$ cat config.mk
export PLATFORM = sky130hd
export DESIGN_NAME = fetch_unit
export DESIGN_NICKNAME = d
export VERILOG_FILES = /design/src/rtl/fetch_unit.sv
export SDC_FILE = /design/constraint.sdc
export NUM_CORES = 1
export LEC_CHECK = 0
export ABC_AREA = 1
export BUFFER_PORTS_ARGS = -buffer_cell sky130_fd_sc_hd__buf_4
export CAP_MARGIN = 15
export CORE_MARGIN = 2
export CORE_UTILIZATION = 54
export DETAILED_ROUTE_END_ITERATION = 10
export PLACE_DENSITY = 0.86
export SLEW_MARGIN = 10
export SYNTH_ARGS = -nofsm -noshare
export SYNTH_HDL_FRONTEND = slang
export SYNTH_SLANG_ARGS = --single-unit
$ cat constraint.sdc
create_clock -name clk -period 8.2 [get_ports clk]
set_input_delay 0.41 -clock clk [delete_from_list [all_inputs] [get_ports clk]]
set_output_delay 0.41 -clock clk [all_outputs]
set_load 0.03 [all_outputs]
$ cat src/rtl/fetch_unit.sv
// rtl/fetch_unit.sv - SimpleRisc instruction-fetch stage with IF/OF pipeline register
//
// Purpose:
//   Owns the program counter, presents it to instruction_memory, and latches
//   the returned word with its PC into the IF/OF register. Handles branch
//   redirect/flush, downstream stall, and stops fetching on hlt.
//
// Ports:
//   clk            in   1   rising-edge clock
//   reset          in   1   asynchronous, active-high reset
//   stall          in   1   hold PC and IF/OF (overridden by branch_taken)
//   branch_taken   in   1   redirect to branch_target and flush IF/OF
//   branch_target  in  32   redirect address (low two bits ignored)
//   instr_addr     out 32   fetch address to instruction_memory (= pc)
//   instruction    in  32   word returned combinationally for instr_addr
//   if_of_pc       out 32   PC of the latched instruction
//   if_of_instr    out 32   latched instruction word
//   if_of_valid    out  1   latched instruction is real (0 = bubble)
//   halted         out  1   fetch stopped on hlt

module fetch_unit #(
  parameter logic [31:0] RESET_PC = 32'h0000_0000,
  parameter int          PC_STEP  = 4,
  parameter logic [31:0] NOP_INSN = 32'b01101000000000000000000000000000
) (
  input  logic        clk,
  input  logic        reset,
  input  logic        stall,
  input  logic        branch_taken,
  input  logic [31:0] branch_target,
  output logic [31:0] instr_addr,
  input  logic [31:0] instruction,
  output logic [31:0] if_of_pc,
  output logic [31:0] if_of_instr,
  output logic        if_of_valid,
  output logic        halted
);

  localparam logic [0:0] ST_RUN    = 1'b0;
  localparam logic [0:0] ST_HALTED = 1'b1;

  localparam logic [31:0] PC_INC   = 32'(PC_STEP);
  localparam logic [4:0]  HLT_OP   = 5'b11111;

  logic [31:0] pc;
  logic [0:0]  state;
  logic [31:0] redirect_pc;
  logic [31:0] next_seq_pc;
  logic        is_hlt;

  assign instr_addr = pc;

  // Instructions are word-aligned; a misaligned target is rounded down so
  // that addresses 1..3 mod 4 never reach memory.
  assign redirect_pc = branch_target & 32'hFFFF_FFFC;

  // Natural 32-bit wrap: 32'hFFFF_FFFC + 4 becomes 0.
  assign next_seq_pc = pc + PC_INC;

  assign is_hlt = (instruction[31:27] == HLT_OP);

  // halted is exactly the HALTED state; no separate flop to keep in sync.
  assign halted = (state == ST_HALTED);

  always_ff @(posedge clk or posedge reset) begin
    if (reset) begin
      pc          <= RESET_PC;
      state       <= ST_RUN;
      if_of_pc    <= 32'h0000_0000;
      if_of_instr <= NOP_INSN;
      if_of_valid <= 1'b0;
    end else if (branch_taken) begin
      // Flush wins over stall, and a redirect also cancels a halt that was
      // fetched down the wrong path.
      pc          <= redirect_pc;
      state       <= ST_RUN;
      if_of_pc    <= pc;
      if_of_instr <= NOP_INSN;
      if_of_valid <= 1'b0;
    end else if (stall) begin
      pc          <= pc;
      state       <= state;
      if_of_pc    <= if_of_pc;
      if_of_instr <= if_of_instr;
      if_of_valid <= if_of_valid;
    end else if (state == ST_RUN) begin
      // Zero-latency memory: the word for pc is captured on the same edge
      // that advances pc.
      if_of_pc    <= pc;
      if_of_instr <= instruction;
      if_of_valid <= 1'b1;
      if (is_hlt) begin
        // hlt itself goes downstream as a valid instruction; pc stays on it.
        pc    <= pc;
        state <= ST_HALTED;
      end else begin
        pc    <= next_seq_pc;
        state <= ST_RUN;
      end
    end else begin
      // Halted: keep feeding bubbles until a redirect arrives.
      pc          <= pc;
      state       <= ST_HALTED;
      if_of_pc    <= pc;
      if_of_instr <= NOP_INSN;
      if_of_valid <= 1'b0;
    end
  end

endmodule

==> impl_metrics.json <==
{
  "fin_crit_sh": 0.2955,
  "yosys_warnings": 0,
  "period_minus_slack_ps": 2423,
  "num-nets-final": 749,
  "crit_path_max_fanout": 53,
  "drtIter0Drc": 276,
  "grt_max_degree": 57,
  "finClkSkew_ps": 11.16,
  "worst_slack_ps": 5777,
  "rrSetupSlack_ps": 5880,
  "crit_family": "buffers and inverters",
  "floorplan.initialDensity": 0.5566,
  "clock_path_buffers": 2,
  "drt_wl_total_um": 12450,
  "cts_hold_buf": 0,
  "via_per_inst": 5.420,
  "routed-via-count": 4282,
  "io_pins": 166,
  "antenna_found_initial": 0,
  "grt-ovfl-total": 0,
  "drive_gt1_frac": 0.3080,
  "ys_seq_area_frac": 0.5177,
  "path_buf_inv": 4,
  "cts_tree": "built",
  "netlist_area_um2": 4551,
  "ys_types": 32,
  "h-tree-depth": 3,
  "clkPwrFrac": 0.250,
  "wl_per_cell_um": 15.76,
  "fp-row-count": 33,
  "path_clk_slew_ps": 100,
  "total_leakage_power_nw": 2.999,
  "max_freq_ghz": 0.4126,
  "grt_pass1_wl_um": 19420,
  "hold_viol": 0,
  "max-slew-margin-rel": 0.2882,
  "critical_path.slowest_cell": "buf_4",
  "final_cell_mix": "nand2_1 (163), buf_4 (161), dfrtp_1 (91)",
  "instances_no_fill": 790,
  "die_x_um": 95.80,
  "worst_slew_pin_slew_ps": 1066,
  "cpPeakStageDelay_ps": 500,
  "cts_resized": 0,
  "rsz0062_at_grt": "false",
  "syn_inst": 533,
  "gp_congestion": 0.9674,
  "tns_ps": 0,
  "core_um2": 8175,
  "setup_viol": 0,
  "dieArea_um2": 9178,
  "synth_seq_cells": 94,
  "root_buffer": "clkbuf_8",
  "synth.avg_cell_area_um2": 8.538,
  "layout_commonest_cell": "nand2_1",
  "finalInstanceArea_um2": 5936,
  "io_buffers": 159,
  "post_cts_buffers": 0,
  "comb_power_share": 0.277,
  "p_sw_frac": 0.3651,
  "diodes": 0,
  "path_cells": "buf_4 -> inv_2 -> nand2_1 -> inv_2 -> buf_4 -> a22o_1",
  "crit_type": "primary input to register",
  "power.switching_w": 0.0004340,
  "clkSinkCount": 94,
  "hpwl_um": 9073,
  "maxCapViolCount": 0,
  "grt_pass1_vias": 3912,
  "syn2layout_area_growth_pct": 30.44,
  "gr-usage-all-layers": 0.2737,
  "drc": 0,
  "slew_viol_final": 0,
  "peakVddDrop_uv": 107.2,
  "p_int_w": 0.0007549,
  "crit_required_ps": 8490,
  "placed_area_um2": 5748,
  "critPathCaptureType": "register",
  "place_inst": 774,
  "status": "finished, final reports clean",
  "cp.arrival_ps": 2720,
  "powerDensity_nw_per_um2": 200.3,
  "dr.pass1.iters": 5,
  "die_h_um": 95.80,
  "ant_nets": 0,
  "cts_buffers": 9,
  "seqPwrFrac": 0.473,
  "clock_latency_ps": 360,
  "hold_class": "primary input to async pin",
  "place_ws_ps": 5381,
  "cp-start-kind": "primary input",
  "power_w": 0.001189
}
==> final timing paths <==
path	cells past startpoint	to	from
max in group asynchronous	3	if_of_pc[11]$_DFFE_PP0N_	reset
worst min-delay path	2	if_of_instr[4]$_DFFE_PP0N_	reset
worst max register to register	5	instr_addr[7]$_DFFE_PP0P_	halted$_DFFE_PP0N_
min in group clk	2	halted$_DFFE_PP0N_	stall
worst max-delay path	6	if_of_instr[1]$_DFFE_PP0N_	branch_taken
worst min register to register	2	if_of_valid$_DFFE_PP0N_	if_of_valid$_DFFE_PP0N_
==> cell families after synthesis <==
family,after synthesis,share of synthesized area
AOI/OAI and AO/OA,74,0.1144
xor gates and xnor gates,10,0.01925
adders and majority gates,1,0.002749
buffers and inverters,65,0.06461
DFF,94,0.5177
other,1,0.0008241
and+or+nand+nor,288,0.2805
==> routing by layer <==
| metal | GRT usage | vias to the layer above | share of wire |
|---|---|---|---|
| li1 | - | 2032 | - |
| met1 | 0.3631 | 2028 | 0.41 |
| met2 | 0.4604 | 206 | 0.48 |
| met3 | 0.05168 | 16 | 0.090 |
| met4 | 0.07857 | 0 | 0.016 |
| met5 | 0 | - | 0 |
==> power by group through the flow <==
stage	registers [W]	logic, W	clock network (W)
3_5_place_dp	0.000569	0.000330	0
5_1_grt	0.000569	0.000354	0.000322
3_3_place_gp	0.000567	0.000324	0
4_1_cts	0.000561	0.000331	0.000301
2_1_floorplan	0.000656	0.000105	0
6_report	0.000562	0.000330	0.000297
==> flip-flops by register name (all words and copies together) (netlist names) <==
| signal | flops |
|---|---|
| if_of_instr | 32 |
| if_of_pc | 30 |
| instr_addr | 30 |
| halted | 1 |
| if_of_valid | 1 |
==> cell type report <==
class / count / area, um2
sequential: 94 / 2356
fill: 640 / 2240
tap: 105 / 131.4
inverter: 37 / 140.1
timing repair buffer: 161 / 1209
clock inverter: 6 / 50.05
clock buffer: 10 / 137.6
multi-input combinational: 377 / 1912
==> cell usage after synthesis <==
master / count / area share
a211oi_1: 1 / 0.0017
a21oi_1: 2 / 0.0022
a22o_1: 29 / 0.056
a31oi_1: 1 / 0.0014
buf_2: 16 / 0.018
buf_4: 8 / 0.013
clkbuf_1: 4 / 0.0033
conb_1: 1 / 0.00082
dfrtp_1: 91 / 0.50
dfstp_2: 3 / 0.017
ha_1: 1 / 0.0027
inv_1: 34 / 0.028
inv_2: 3 / 0.0025
nand2_1: 163 / 0.13
nand2_2: 6 / 0.0082
nand2_4: 1 / 0.0025
nand3_1: 65 / 0.071
nand3_2: 1 / 0.0022
nand4_1: 1 / 0.0014
nor2_1: 33 / 0.027
nor2_2: 9 / 0.012
nor2_4: 6 / 0.015
nor3b_1: 1 / 0.0017
nor3b_2: 1 / 0.0027
o211ai_1: 6 / 0.0099
o21a_1: 3 / 0.0049
o21ai_0: 28 / 0.031
o21ai_2: 1 / 0.0019
o22a_1: 3 / 0.0058
or2_2: 1 / 0.0014
xnor2_1: 1 / 0.0019
xor2_1: 9 / 0.017
==> through the flow <==
stage	hold WS, ps	utilization
after floorplan	500.7	-
after global placement	459.1	0.7031
after detailed placement	459.2	0.7031
after CTS	117.5	0.7260
after global routing	147.3	0.7260
final	97.26	0.7260
==> worst register-to-register path, delay by kind of cell, from the launching register on <==
family | cells | cell delay, ps
flip-flops | 1 | 430
AO/OA/AOI/OAI | 3 | 710
AND/OR/NAND/NOR | 2 | 1100
No activity file was read; power rests on OpenSTA's default activity.
